`config.mk`:
```
export PLATFORM = sky130hd
export DESIGN_NAME = lsb_stego_engine_flat
export DESIGN_NICKNAME = d
export VERILOG_FILES = /design/src/rtl/lsb_stego_engine_if.sv /design/src/rtl/lsb_stego_engine.sv /design/src/flat_wrapper.sv
export SDC_FILE = /design/constraint.sdc
export NUM_CORES = 1
export LEC_CHECK = 0
export CAP_MARGIN = 20
export CORE_ASPECT_RATIO = 1.5
export CORE_MARGIN = 3
export CORE_UTILIZATION = 25
export CTS_CLUSTER_SIZE = 24
export DETAILED_ROUTE_END_ITERATION = 12
export DONT_BUFFER_PORTS = 1
export PLACE_DENSITY = 0.5
export SLEW_MARGIN = 20
export SYNTH_ARGS = -nofsm -noshare
export SYNTH_HDL_FRONTEND = slang
export SYNTH_SLANG_ARGS = --single-unit
```
`constraint.sdc`:
```
create_clock -name clk -period 5.1 [get_ports clk]
set_input_delay 0.51 -clock clk [delete_from_list [all_inputs] [get_ports clk]]
set_output_delay 0.51 -clock clk [all_outputs]
set_load 0.03 [all_outputs]
```
`src/rtl/lsb_stego_engine_if.sv`:
```
// Stream bundle for the LSB stego engine: image bytes in/out, plaintext in, recovered text out.
// The engine sits on the slave side; the producer/consumer environment uses master.
interface lsb_stego_engine_if #(
  parameter int PIX_W = 8,
  parameter int TXT_W = 4
) ();
  logic             pix_in_valid;
  logic             pix_in_ready;
  logic [PIX_W-1:0] pix_in_data;
  logic             txt_in_valid;
  logic             txt_in_ready;
  logic [TXT_W-1:0] txt_in_data;
  logic             pix_out_valid;
  logic             pix_out_ready;
  logic [PIX_W-1:0] pix_out_data;
  logic             txt_out_valid;
  logic [TXT_W-1:0] txt_out_data;

  modport master (
    output pix_in_valid, pix_in_data, txt_in_valid, txt_in_data, pix_out_ready,
    input  pix_in_ready, txt_in_ready, pix_out_valid, pix_out_data, txt_out_valid, txt_out_data
  );

  modport slave (
    input  pix_in_valid, pix_in_data, txt_in_valid, txt_in_data, pix_out_ready,
    output pix_in_ready, txt_in_ready, pix_out_valid, pix_out_data, txt_out_valid, txt_out_data
  );
endinterface

```
`src/rtl/lsb_stego_engine.sv`:
```
// Streaming LSB steganography engine: EMBED XOR-encrypts text symbols with a stored key and spreads
// them over image-byte LSBs; EXTRACT gathers those LSBs back and decrypts them.
module lsb_stego_engine #(
  parameter  int PIX_W     = 8,
  parameter  int TXT_W     = 4,
  parameter  int LSB_N     = 1,
  parameter  int KEY_DEPTH = 208,
  parameter  int CNT_W     = 16,
  localparam int KA_W      = (KEY_DEPTH > 1) ? $clog2(KEY_DEPTH) : 1
) (
  input  logic             clk,
  input  logic             reset,
  input  logic             start_i,
  input  logic             mode_i,
  input  logic [CNT_W-1:0] msg_len_i,
  input  logic [CNT_W-1:0] pix_count_i,
  input  logic             key_we_i,
  input  logic [KA_W-1:0]  key_addr_i,
  input  logic [TXT_W-1:0] key_data_i,
  lsb_stego_engine_if.slave bus,
  output logic             busy_o,
  output logic             done_o,
  output logic             err_trunc_o
);
  localparam int CHUNKS = TXT_W / LSB_N;
  localparam int CH_W   = (CHUNKS > 1) ? $clog2(CHUNKS) : 1;
  localparam int PROD_W = CNT_W + CH_W + 1;

  localparam logic [1:0] S_IDLE  = 2'd0;
  localparam logic [1:0] S_RUN   = 2'd1;
  localparam logic [1:0] S_DRAIN = 2'd2;

  logic [TXT_W-1:0] key_mem [KEY_DEPTH];
  logic [TXT_W-1:0] key_rd_q;

  logic [1:0]       state_q, state_d;
  logic             mode_q, mode_d;
  logic [CNT_W-1:0] msg_len_q, msg_len_d, pix_cnt_q, pix_cnt_d;
  logic [CNT_W-1:0] acc_q, acc_d, sym_q, sym_d;
  logic [CH_W-1:0]  chunk_q, chunk_d;
  logic [KA_W-1:0]  key_idx_q, key_idx_d;
  logic             buf_full_q, buf_full_d;
  logic [TXT_W-1:0] buf_q, buf_d, asm_q, asm_d;
  logic             pov_q, pov_d, tov_q, tov_d;
  logic [PIX_W-1:0] pod_q, pod_d;
  logic [TXT_W-1:0] tod_q, tod_d;
  logic             done_q, done_d, err_q, err_d;

  logic             sym_active, last_chunk, text_ok, out_free, in_fire, txt_fire;
  logic [TXT_W-1:0] cipher, asm_next;
  logic [LSB_N-1:0] chunk_sel [CHUNKS];
  logic [PIX_W-1:0] embed_byte;

  assign sym_active = (sym_q < msg_len_q);
  assign last_chunk = (chunk_q == CH_W'(CHUNKS - 1));
  assign text_ok    = mode_q || !sym_active || buf_full_q;
  assign out_free   = !pov_q || bus.pix_out_ready;
  assign in_fire    = bus.pix_in_valid && bus.pix_in_ready;
  assign txt_fire   = bus.txt_in_valid && bus.txt_in_ready;
  assign cipher     = buf_q ^ key_rd_q;

  // Chunk c of a symbol occupies bits [c*LSB_N +: LSB_N]; chunk 0 travels first.
  for (genvar gi = 0; gi < CHUNKS; gi++) begin : g_chunk
    assign chunk_sel[gi] = cipher[gi*LSB_N +: LSB_N];
    assign asm_next[gi*LSB_N +: LSB_N] = (chunk_q == CH_W'(gi)) ?
                                         bus.pix_in_data[LSB_N-1:0] : asm_q[gi*LSB_N +: LSB_N];
  end

  assign embed_byte = {bus.pix_in_data[PIX_W-1:LSB_N], chunk_sel[chunk_q]};

  assign bus.pix_in_ready  = (state_q == S_RUN) && out_free && text_ok;
  assign bus.txt_in_ready  = (state_q == S_RUN) && !buf_full_q && sym_active;
  assign bus.pix_out_valid = pov_q;
  assign bus.pix_out_data  = pod_q;
  assign bus.txt_out_valid = tov_q;
  assign bus.txt_out_data  = tod_q;
  assign busy_o            = (state_q == S_RUN) || (state_q == S_DRAIN);
  assign done_o            = done_q;
  assign err_trunc_o       = err_q;

  always_comb begin
    state_d    = state_q;
    mode_d     = mode_q;
    msg_len_d  = msg_len_q;
    pix_cnt_d  = pix_cnt_q;
    acc_d      = acc_q;
    sym_d      = sym_q;
    chunk_d    = chunk_q;
    key_idx_d  = key_idx_q;
    buf_full_d = buf_full_q;
    buf_d      = buf_q;
    asm_d      = asm_q;
    pov_d      = pov_q;
    pod_d      = pod_q;
    tov_d      = 1'b0;
    tod_d      = tod_q;
    done_d     = 1'b0;
    err_d      = err_q;

    if (pov_q && bus.pix_out_ready) pov_d = 1'b0;
    if (txt_fire) begin
      buf_d      = bus.txt_in_data;
      buf_full_d = 1'b1;
    end

    case (state_q)
      S_IDLE: begin
        if (start_i) begin
          mode_d     = mode_i;
          msg_len_d  = msg_len_i;
          pix_cnt_d  = pix_count_i;
          acc_d      = '0;
          sym_d      = '0;
          chunk_d    = '0;
          key_idx_d  = '0;
          buf_full_d = 1'b0;
          asm_d      = '0;
          err_d      = (PROD_W'(msg_len_i) * PROD_W'(CHUNKS)) > PROD_W'(pix_count_i);
          state_d    = (pix_count_i == '0) ? S_DRAIN : S_RUN;
        end
      end
      S_RUN: begin
        if (in_fire) begin
          pov_d = 1'b1;
          pod_d = bus.pix_in_data;
          acc_d = acc_q + CNT_W'(1);
          if ((acc_q + CNT_W'(1)) == pix_cnt_q) state_d = S_DRAIN;
          if (sym_active) begin
            if (!mode_q) pod_d = embed_byte;
            else         asm_d = asm_next;
            if (last_chunk) begin
              chunk_d   = '0;
              sym_d     = sym_q + CNT_W'(1);
              key_idx_d = (key_idx_q == KA_W'(KEY_DEPTH - 1)) ? '0 : key_idx_q + KA_W'(1);
              if (!mode_q) begin
                buf_full_d = 1'b0;
              end else begin
                tov_d = 1'b1;
                tod_d = asm_next ^ key_rd_q;
              end
            end else begin
              chunk_d = chunk_q + CH_W'(1);
            end
          end
        end
      end
      S_DRAIN: begin
        if (out_free) begin
          state_d = S_IDLE;
          done_d  = 1'b1;
        end
      end
      default: state_d = S_IDLE;
    endcase
  end

  // Key RAM survives reset; the read port prefetches the key for the next symbol index.
  always_ff @(posedge clk) begin
    if (reset && (state_q == S_IDLE) && key_we_i) key_mem[key_addr_i] <= key_data_i;
    key_rd_q <= key_mem[key_idx_d];
  end

  always_ff @(posedge clk) begin
    if (!reset) begin
      state_q    <= S_IDLE;
      mode_q     <= 1'b0;
      msg_len_q  <= '0;
      pix_cnt_q  <= '0;
      acc_q      <= '0;
      sym_q      <= '0;
      chunk_q    <= '0;
      key_idx_q  <= '0;
      buf_full_q <= 1'b0;
      buf_q      <= '0;
      asm_q      <= '0;
      pov_q      <= 1'b0;
      pod_q      <= '0;
      tov_q      <= 1'b0;
      tod_q      <= '0;
      done_q     <= 1'b0;
      err_q      <= 1'b0;
    end else begin
      state_q    <= state_d;
      mode_q     <= mode_d;
      msg_len_q  <= msg_len_d;
      pix_cnt_q  <= pix_cnt_d;
      acc_q      <= acc_d;
      sym_q      <= sym_d;
      chunk_q    <= chunk_d;
      key_idx_q  <= key_idx_d;
      buf_full_q <= buf_full_d;
      buf_q      <= buf_d;
      asm_q      <= asm_d;
      pov_q      <= pov_d;
      pod_q      <= pod_d;
      tov_q      <= tov_d;
      tod_q      <= tod_d;
      done_q     <= done_d;
      err_q      <= err_d;
    end
  end
endmodule
```
`src/flat_wrapper.sv`:
```
// flat-port wrapper written by rule: the top's interface ports become plain ports
module lsb_stego_engine_flat 
#(
  parameter  int PIX_W     = 8,
  parameter  int TXT_W     = 4,
  parameter  int LSB_N     = 1,
  parameter  int KEY_DEPTH = 208,
  parameter  int CNT_W     = 16,
  localparam int KA_W      = (KEY_DEPTH > 1) ? $clog2(KEY_DEPTH) : 1
)
  (clk, reset, start_i, mode_i, msg_len_i, pix_count_i, key_we_i, key_addr_i, key_data_i, busy_o, done_o, err_trunc_o, bus_pix_in_valid, bus_pix_in_data, bus_txt_in_valid, bus_txt_in_data, bus_pix_out_ready, bus_pix_in_ready, bus_txt_in_ready, bus_pix_out_valid, bus_pix_out_data, bus_txt_out_valid, bus_txt_out_data);
  lsb_stego_engine_if #(.PIX_W(PIX_W), .TXT_W(TXT_W)) bus_i ();
  input  logic clk;
  input  logic reset;
  input  logic start_i;
  input  logic mode_i;
  input  logic [CNT_W-1:0] msg_len_i;
  input  logic [CNT_W-1:0] pix_count_i;
  input  logic key_we_i;
  input  logic [KA_W-1:0] key_addr_i;
  input  logic [TXT_W-1:0] key_data_i;
  output logic busy_o;
  output logic done_o;
  output logic err_trunc_o;
  input wire logic [$bits(bus_i.pix_in_valid)-1:0] bus_pix_in_valid;
  input wire logic [$bits(bus_i.pix_in_data)-1:0] bus_pix_in_data;
  input wire logic [$bits(bus_i.txt_in_valid)-1:0] bus_txt_in_valid;
  input wire logic [$bits(bus_i.txt_in_data)-1:0] bus_txt_in_data;
  input wire logic [$bits(bus_i.pix_out_ready)-1:0] bus_pix_out_ready;
  output wire logic [$bits(bus_i.pix_in_ready)-1:0] bus_pix_in_ready;
  output wire logic [$bits(bus_i.txt_in_ready)-1:0] bus_txt_in_ready;
  output wire logic [$bits(bus_i.pix_out_valid)-1:0] bus_pix_out_valid;
  output wire logic [$bits(bus_i.pix_out_data)-1:0] bus_pix_out_data;
  output wire logic [$bits(bus_i.txt_out_valid)-1:0] bus_txt_out_valid;
  output wire logic [$bits(bus_i.txt_out_data)-1:0] bus_txt_out_data;
  assign bus_i.pix_in_valid = bus_pix_in_valid;
  assign bus_i.pix_in_data = bus_pix_in_data;
  assign bus_i.txt_in_valid = bus_txt_in_valid;
  assign bus_i.txt_in_data = bus_txt_in_data;
  assign bus_i.pix_out_ready = bus_pix_out_ready;
  assign bus_pix_in_ready = bus_i.pix_in_ready;
  assign bus_txt_in_ready = bus_i.txt_in_ready;
  assign bus_pix_out_valid = bus_i.pix_out_valid;
  assign bus_pix_out_data = bus_i.pix_out_data;
  assign bus_txt_out_valid = bus_i.txt_out_valid;
  assign bus_txt_out_data = bus_i.txt_out_data;
  lsb_stego_engine #(.PIX_W(PIX_W), .TXT_W(TXT_W), .LSB_N(LSB_N), .KEY_DEPTH(KEY_DEPTH), .CNT_W(CNT_W)) u_core (.clk(clk), .reset(reset), .start_i(start_i), .mode_i(mode_i), .msg_len_i(msg_len_i), .pix_count_i(pix_count_i), .key_we_i(key_we_i), .key_addr_i(key_addr_i), .key_data_i(key_data_i), .bus(bus_i), .busy_o(busy_o), .done_o(done_o), .err_trunc_o(err_trunc_o));
endmodule
```
==> results summary, run 1 <==
The TritonCTS buffer count is a little under 90. The dominant cell type by area after synthesis is sky130_fd_sc_hd__edfxtp_1. The number of placement rows is approximately 180.

The switching part of the total power is ~23%. For hold timing, the worst endpoint is u_core.err_trunc_o. The kind of critical path is flip-flop to flip-flop. The ratio of total power to cell area came out at approximately 360 nW/um^2.

The starting density of the core is around 25%. The post-synthesis mux area share is around 2.5%. Together, buffers and inverters on the worst path number 1. The average routed wire per standard cell came out at 22.8 microns. The number of flops mapped to enable cells by yosys came out at 832. The synthesis-stage register bit count came out at about 940. In this run the mean area of a mapped cell was 12.2 sq um.

After Yosys synthesis, and, or, nand and nor cells account for between 10% and 20% of the synthesized area. The count of pins on the block boundary came out at 83. The internal power is 12.6 mW. The dominant synthesized flop cell is sky130_fd_sc_hd__edfxtp_1. Fill cells in the final layout number 16109.

The final-report hold violation count was 0. The share of the clock period used by the worst path came out at 94.9%. For the pin with the worst max-slew slack, the measured transition is between 1 and 1.5 ns. The startpoint identified for the worst register-to-register timing path is u_core.sym_q[13]. The shortest clock period the worst path allows after layout came out at roughly 4.8 ns. The area occupied by registers is around 27000 sq um. The last weighted congestion value of the routability-driven placer came out at between 0.7 and 0.8.

During synthesis, Yosys emitted a total of 0 warnings. No sink is reached through more buffers than the 3 on the longest clock path. The overall die height is slightly below 500 microns. The routed design has approximately 120000 microns of wire. The number of nets produced by synthesis came out at 3352.

The routed via count divided by cell count is about 4.8. The aggregate negative setup slack came out at 0 ns. Of the total power, registers draw around 52%.

Setup repair after global routing left no endpoint under its margin. In this run the tool buffered the top-level ports with 0 buffer cells. The largest net degree at the start of global routing is between 200 and 250. The slack of the worst reg-to-reg path came out at between 0.2 and 0.3 ns.

The adder-cell share of the synthesized area is about 1.2%. The post-synthesis cell type count came out at 73. The first-pass iteration count of the detailed router came out at 5.

STA puts the critical path data required time at 5.65 ns. The cell family contributing the most delay on the critical path is simple AND/OR/NAND/NOR gates. The count of pins over their slew limit came out at 0. The remaining number of nets flagged by the antenna check after routing is 0.

TritonCTS built the clock tree. The critical path runs through a total of 13 cells. After clock tree synthesis, the clock-pin slew on the worst setup and hold paths is 0.06 ns. The endpoint identified for the worst register-to-register timing path is u_core.key_rd_q[0]. In the final layout, the multi-input gates occupy 11600 sq um. At the placement stage, the worst setup path has a slack of 0.115 ns. In the routed design, unresolved DRC markers number 0. The type of the tightest min-delay check is input port to flip-flop. The highest clock frequency the design can meet is 207 MHz. The depth of the worst register-to-register path came out at 13. The fraction of layout cells with a size suffix above 1 is 8.32%. The die area came out at between 150000 and 200000 sq um. The run finished with clean final reports. Measured against its own limit, the worst slew margin works out to 27.7%. The first-pass GRT wire length is 179000 microns. The smallest setup slack after layout came out at roughly 0.26 ns.

STA classifies the critical path endpoint as a flip-flop. Ranked by total cell area, the synthesized netlist is headed by sky130_fd_sc_hd__edfxtp_1, sky130_fd_sc_hd__nand2_1, sky130_fd_sc_hd__dfxtp_1. The post-synthesis instance area came out at 39700 sq um. The tool flagged a number of max-cap violations equal to 0. The cell at the root of the clock tree is sky130_fd_sc_hd__clkbuf_16. From left edge to right edge, the die measures 331 microns. Summed over all cells, the static leakage comes to 14.8 nW. The data arrival time at the worst-slack endpoint came out at 5.39 ns. The library cell contributing the largest single delay on the critical path is sky130_fd_sc_hd__mux4_1. Summed over all nets, the half-perimeter wirelength after detailed placement is ~73000 microns. The XOR/XNOR share of the synthesized area is 1.04%. The fraction of synthesized cell area taken by the top area cell type is between 60 and 70%.

Compared with the post-synthesis result, the final layout area differs by 15.5%. The clock group share of total power is 40.9%. The count of mapped cells out of synthesis is 3249. The number of violations reported at the end of detailed-routing iteration 0 came out at 1939. The deepest level of the CTS H-tree is 3. The dominant combinational cell family by area after synthesis is simple AND/OR/NAND/NOR gates.

The core region is 157000 sq um. The number of nets in the finished design came out at 3372. For the worst-skew pair, the clock arrives at the later sink with an insertion delay of 0.69 ns. The number of clock sinks seen by CTS is approximately 940. The worst hold path was traced through 2 stages. The highest ir drop seen on vdd came out at 0.000285 V. The critical path goes through ha_1, a211oi_2, nor2_1, or3_4, or4_4, a221oi_4, o21a_4, buf_4, mux4_1, a211o_1, nand3_1, o22ai_1, or4b_1. In this run the worst path has a maximum fanout of 11. The via count of the first global-routing pass came out at 26687. STA classifies the critical path startpoint as a flip-flop. For this run, the slowest stage of the critical path takes around 0.57 ns. The worst min-delay path startpoint is msg_len_i[14]. Combinational cells account for 6.9% of the total power. The number of antenna violations at the first check in global routing was 3. The count of final setup violators is 0. Of all flip-flops after synthesis, the portion carrying an async set or reset was 0%. The net switching power of the design is 3.73 mW.

The final setup skew is 0.0278 ns. The total congestion overflow after global routing is 0. The overall routing resource usage is 14.7%. The complex-gate fraction of the synthesized area is 9.24%. The via count of the routed design came out at 26091. The part of the Yosys area used for sequential elements came out at 68.3%.
[registers in the layout, indices dropped and copies added (netlist names), 2 cells and up]
name                     flops
u_core.chunk_q               2
u_core.key_mem             832
u_core.state_q               2
u_core.pix_cnt_q            16
u_core.buf_q                 4
u_core.bus.pix_out_data      8
u_core.asm_q                 4
u_core.acc_q                16
u_core.sym_q                16
u_core.msg_len_q            16
u_core.key_rd_q              4
u_core.key_idx_q             8
u_core.bus.txt_out_data      4
[layer usage]
layer,wire length [microns],share of wire [%],track usage [%]
met2,64800,53,27.4
met1,46800,38,16.1
met5,0,0,0
met3,5840,4.7,2.21
met4,5860,4.7,7.08
[power by group through the flow]
stage / registers (mW) / clock network [mW] / logic (mW)
floorplan: 8.66 / 0 / 0.667
global placement: 8.67 / 0 / 0.939
detailed placement: 8.68 / 0 / 0.945
CTS: 8.51 / 6.81 / 1.10
global route: 8.51 / 7.10 / 1.23
finish: 8.51 / 6.65 / 1.12
[per-stage QoR]
step,hold WS [ns],cell area (sq um),instances,util (%),power (mW)
floorplan,0.436,39700,3249,-,9.32
global placement,0.447,42200,5183,26.8,9.61
detailed placement,0.451,42200,5183,26.8,9.62
CTS,0.000668,45800,5405,29.1,16.4
global route,0.0355,45800,5411,29.2,16.8
finish,0.0696,45800,5412,29.2,16.3
[worst max-delay path by stage]
stage	startpoint	end	slack, ns
6_report	u_core.sym_q[13]	u_core.key_rd_q[0]	0.26
5_1_grt	u_core.msg_len_q[13]	u_core.key_rd_q[2]	0.07
4_1_cts	u_core.msg_len_q[13]	u_core.key_rd_q[1]	0.08
3_5_place_dp	u_core.msg_len_q[13]	u_core.key_rd_q[1]	0.11
3_3_place_gp	u_core.msg_len_q[13]	u_core.key_rd_q[2]	0.14
2_1_floorplan	u_core.sym_q[13]	u_core.key_rd_q[1]	1.03
[final cells by class]
| cell class | count | share of cell area, % |
|---|---|---|
| well taps | 2070 | 5.65 |
| multi-input cells | 2055 | 25.3 |
| diodes | 2 | 0.0109 |
| flip-flops and latches | 938 | 59.1 |
| clock inverters | 47 | 0.988 |
| repair buffers | 144 | 3.36 |
| inverters | 41 | 0.336 |
| clock buffers | 115 | 5.25 |
[cells in the final DEF, fill, tap and decap left out, types with 14 or more instances in the layout]
cell type / count
sky130_fd_sc_hd__inv_1: 40
sky130_fd_sc_hd__clkbuf_16: 92
sky130_fd_sc_hd__a21oi_1: 111
sky130_fd_sc_hd__mux2i_1: 72
sky130_fd_sc_hd__o21ai_0: 27
sky130_fd_sc_hd__clkbuf_1: 21
sky130_fd_sc_hd__clkinv_1: 14
sky130_fd_sc_hd__dlygate4sd3_1: 50
sky130_fd_sc_hd__and3_1: 130
sky130_fd_sc_hd__edfxtp_1: 832
sky130_fd_sc_hd__xor2_1: 22
sky130_fd_sc_hd__buf_12: 17
sky130_fd_sc_hd__a311oi_1: 37
sky130_fd_sc_hd__nor2_1: 316
sky130_fd_sc_hd__nand3_1: 141
sky130_fd_sc_hd__ha_1: 39
sky130_fd_sc_hd__nand2_1: 627
sky130_fd_sc_hd__nor4_1: 16
sky130_fd_sc_hd__dfxtp_1: 106
sky130_fd_sc_hd__a211oi_1: 137
sky130_fd_sc_hd__nand4_1: 32
sky130_fd_sc_hd__buf_4: 70
sky130_fd_sc_hd__clkinv_2: 16
sky130_fd_sc_hd__xnor2_1: 25
sky130_fd_sc_hd__o22ai_1: 17
sky130_fd_sc_hd__a31oi_1: 96
[cells in the mapped netlist (7+ instances only)]
library cell and instances:
sky130_fd_sc_hd__nand3_1 145, sky130_fd_sc_hd__a22oi_1 13, sky130_fd_sc_hd__xor2_1 22, sky130_fd_sc_hd__a211oi_1 137, sky130_fd_sc_hd__o21ai_0 28, sky130_fd_sc_hd__nor3_1 14, sky130_fd_sc_hd__and3_1 130, sky130_fd_sc_hd__a211o_1 8
sky130_fd_sc_hd__a21o_1 12, sky130_fd_sc_hd__nor2b_1 8, sky130_fd_sc_hd__nor4_1 16, sky130_fd_sc_hd__xnor2_1 25, sky130_fd_sc_hd__ha_1 39, sky130_fd_sc_hd__a31oi_1 96, sky130_fd_sc_hd__buf_2 52, sky130_fd_sc_hd__nand4_1 32
sky130_fd_sc_hd__a21oi_1 112, sky130_fd_sc_hd__inv_1 41, sky130_fd_sc_hd__o22ai_1 17, sky130_fd_sc_hd__clkbuf_1 124, sky130_fd_sc_hd__and2_1 10, sky130_fd_sc_hd__nor2_1 318, sky130_fd_sc_hd__dfxtp_1 106, sky130_fd_sc_hd__a311oi_1 37
sky130_fd_sc_hd__nand2_1 637, sky130_fd_sc_hd__nand3b_1 9, sky130_fd_sc_hd__mux2_2 9, sky130_fd_sc_hd__buf_6 7, sky130_fd_sc_hd__mux2i_1 73, sky130_fd_sc_hd__edfxtp_1 832, sky130_fd_sc_hd__buf_1 29
[timing repair]
| action | CTS | global route |
|---|---|---|
| hold buffers | 60 | 0 |
| endpoints found under the hold margin | 277 | 0 |
| endpoints found under the setup margin | 0 | 4 |
| gates resized for setup | 0 | 2 |
| buffers inserted | 0 | 4 |
[kinds of logic after synthesis]
logic type	after synthesis
simple gates	1350
xor+xnor	47
buf+inv	257
fa+ha+maj	39
compound gates	530
mux	88
flops	938
(Power assumes the default switching activity.)
==> run 2: changes to the inputs <==
- CORE_UTILIZATION: 25 -> 40
- PLACE_DENSITY: 0.5 -> 0.68
- clock period: 5.1 -> 4.22 ns (I/O delays scaled with it)
==> run 2 against run 1 <==
The flow now finishes with violations (negative setup slack). Total power grew 18%. Via count up 5.4%. Register-to-register slack lost 0.27 ns. Sequential power up 21%. Largest power group unchanged. Count of clock-buffer cells in the layout shrank 14. First-iteration DRC count grew 37%. Clock skew is 0.0071 ns higher. Critical path type unchanged. Utilization up 18 points. Critical path depth increased by 2. Maximum frequency is 14% higher.
==> results summary, run 2 (same netlist as run 1, synthesis figures left out) <==
More flip-flops sit in one register than any other, and that register is u_core.key_mem. The combined buffer and inverter count along the critical path is 3. The clock latency on the worst-skew pair came out at 0.68 ns. For this run, the post-layout net count is 3509. The quantity of I/O buffers inserted on ports came out at 0. The clock transition at the register clock pins on the worst setup and hold paths after CTS is 0.07 ns. 83 I/O pins were placed. The library cell used most frequently in the layout, excluding fill and tap cells, is sky130_fd_sc_hd__edfxtp_1. The routed via count divided by cell count came out at 5.79. The flip-flop count of the largest register after layout is 832. Summing over every cut layer, the via total after detailed routing is 27491. After layout, the minimum clock period comes to roughly 4.2 ns. In the routed design, unresolved DRC markers number 0.

TritonCTS created 85 clock buffers. The most critical setup path has its startpoint at u_core.msg_len_q[13]. CTS saw between 900 and 1000 sinks.

The sequential cells in the finished layout cover a total of 27100 sq um. CTS placed an instance of sky130_fd_sc_hd__clkbuf_16 at the clock tree root. The total power after layout is 19.2 mW. The checks that failed: negative setup slack.

The average routed wire per standard cell is around 24 microns. At the pin with the least slew margin, the transition time is 1.41 ns. For this block, the initial DRC count from the detailed router was ~2700. The total congestion overflow after global routing is 0. The die area is 103000 sq um. The post-placement cell count is roughly 4500. The horizontal die dimension came out at 263 microns. Along the worst path, the maximum fanout reaches 5. The data arrival time at the worst-slack endpoint came out at 4.78 ns. The max-slew headroom at the worst pin is 5.90%. The slowest stage of the critical path belongs to the cell sky130_fd_sc_hd__or4_4.

The endpoint type of the worst setup path is a flip-flop. The largest net degree at the start of global routing came out at about 210. Across all setup checks in the final design, the least slack found is -0.00840 ns. The fraction of layout cells with a size suffix above 1 came out at 13.6%. The critical path's largest stage delay came out at about 0.56 ns. The combined area of the multi-input logic cells is 11900 sq um. The last weighted congestion value of the routability-driven placer came out at 0.883. In this run the vertical extent of the chip is 392 microns. The top cell family by delay on the critical path is simple AND/OR/NAND/NOR gates. The max-capacitance violation count came out at 0.

The highest clock frequency the design can meet is approximately 240 MHz. The worst register-to-register path begins at u_core.msg_len_q[13]. The finished layout holds 4748 standard cells, fillers aside.

The number of diodes came out at 0. Setup repair after global routing could not meet its margin everywhere. The final setup skew came out at 0.0349 ns.

The worst-case clock buffer depth came out at 3. TritonCTS built the clock tree. Leaving out fill and tap cells, the most frequent cells in the layout are sky130_fd_sc_hd__edfxtp_1, sky130_fd_sc_hd__nand2_1, sky130_fd_sc_hd__nor2_1.

The signal on the critical path passes through inv_1, ha_4, a211oi_2, nor2_2, or3_4, or4_4, a221oi_4, buf_6, o21a_4, buf_12, mux4_2, a211o_1, nand3_2, o22ai_4, or4b_1. By startpoint and endpoint, the worst setup path is classified as flip-flop to flip-flop. The number of inserted filler cells in the final layout came out at 8503. VDD sags by at most 0.000286 V.

The first-pass iteration count of the detailed router came out at 5. The share of the clock period used by the worst path came out at 100%. The worst path required time came out at 4.77 ns. In this run the most critical hold path is launched from bus_pix_in_data[0]. The initial utilization of the core area, before any placement, comes to 40.6%. The leakage component of the power came out at approximately 16 nW.

The tightest min-delay check is of the input port to flip-flop type. The count of pins over their slew limit is 0. The flow ran to the end, but the final reports show violations. The final-report hold violation count came to 0. The remaining number of nets flagged by the antenna check after routing came out at 0. The count of final setup violators came out at 1. The worst setup path is launched from a flip-flop. The via count of the first global-routing pass came out at ~28000.

The number of antenna violations at the first check in global routing is 5. Dividing total power by cell area gives a power density of 416 nW/um^2. The overall routing resource usage is 21.2%. The H-tree generated during clock tree synthesis spans 3 levels. The area inside the core boundary came out at 97700 sq um. The first-pass GRT wire length is 166000 microns. The detailed-placement wirelength estimate came out at between 70000 and 80000 microns. The number of placement rows came out at 140. For this block, the routed nets add up to 112000 microns of wire.

The layout overhead on the synthesized area is 16.5%.
-- run 2: cell types whose count changed in the layout (fill, tap and decap cells not counted), moves of 8 or more --
| cell | previous run | this run |
|---|---|---|
| sky130_fd_sc_hd__a211oi_1 | 137 | 122 |
| sky130_fd_sc_hd__buf_12 | 17 | 28 |
| sky130_fd_sc_hd__buf_4 | 70 | 187 |
| sky130_fd_sc_hd__buf_6 | 1 | 12 |
| sky130_fd_sc_hd__a211oi_2 | 3 | 17 |
| sky130_fd_sc_hd__clkbuf_1 | 21 | 13 |
-- run 2: per-stage QoR --
step | utilization, % | setup TNS (ns) | cell area [sq um] | hold WS (ns) | setup slack [ns]
2_1_floorplan | - | 0 | 39700 | 0.436 | 0.153
3_3_place_gp | 43.3 | -0.839 | 42300 | 0.446 | -0.242
3_5_place_dp | 43.3 | -1.03 | 42300 | 0.451 | -0.298
4_1_cts | 47.0 | 0 | 46000 | 0.0504 | 0.00475
5_1_grt | 47.3 | -0.414 | 46200 | 0.112 | -0.118
6_report | 47.3 | -0.00840 | 46200 | 0.0956 | -0.00840
-- run 2: worst min-delay path: stages --
cell and delay, ns:
sky130_fd_sc_hd__mux2i_1 0.08, sky130_fd_sc_hd__nor2_1 0.09, sky130_fd_sc_hd__mux2i_1 0.07, sky130_fd_sc_hd__nor2_1 0.07
-- run 2: worst paths after layout --
kind / cells after the start / slack, ns / endpoint
setup / recovery: 15 / -0.008 / u_core.key_rd_q[3]
hold / removal: 4 / 0.1 / u_core.asm_q[0]
setup reg to reg: 15 / -0.008 / u_core.key_rd_q[3]
hold reg to reg: 2 / 0.46 / u_core.msg_len_q[13]
-- run 2: cell type report --
| class | instances | share of cell area (%) |
|---|---|---|
| sequential | 938 | 58.6 |
| timing repair buffer | 284 | 6.04 |
| inverter | 41 | 0.333 |
| tap | 1278 | 3.46 |
| clock inverter | 50 | 0.904 |
| clock buffer | 101 | 4.84 |
| multi-input combinational | 2056 | 25.8 |
-- run 2: repair_timing --
| item | 4_1_cts | 5_1_grt |
|---|---|---|
| endpoints found under the hold margin | 881 | 0 |
| setup buffers | 10 | 7 |
| gates resized for setup | 56 | 45 |
| hold buffers | 52 | 0 |
| pin swaps | 21 | 29 |
| cloned | 3 | 0 |
| endpoints found under the setup margin | 4 | 4 |
-- run 2: where the power goes --
group,switching (mW),total [mW],internal (mW)
registers,0.0944,10.3,10.2
clock network,3.40,7.51,4.11
logic,0.926,1.43,0.506
total,4.42,19.2,14.8
-- run 2: routing by layer --
| layer | share of wire, % | global-route usage (%) | up-vias | routed length (microns) |
|---|---|---|---|---|
| met3 | 8.1 | 4.36 | 342 | 9120 |
| met4 | 6.0 | 12.1 | 4 | 6780 |
| met2 | 51 | 37.7 | 1286 | 56900 |
| met1 | 35 | 23.6 | 13518 | 39400 |
| met5 | 0.020 | 0 | - | 23 |
| li1 | - | - | 12341 | - |
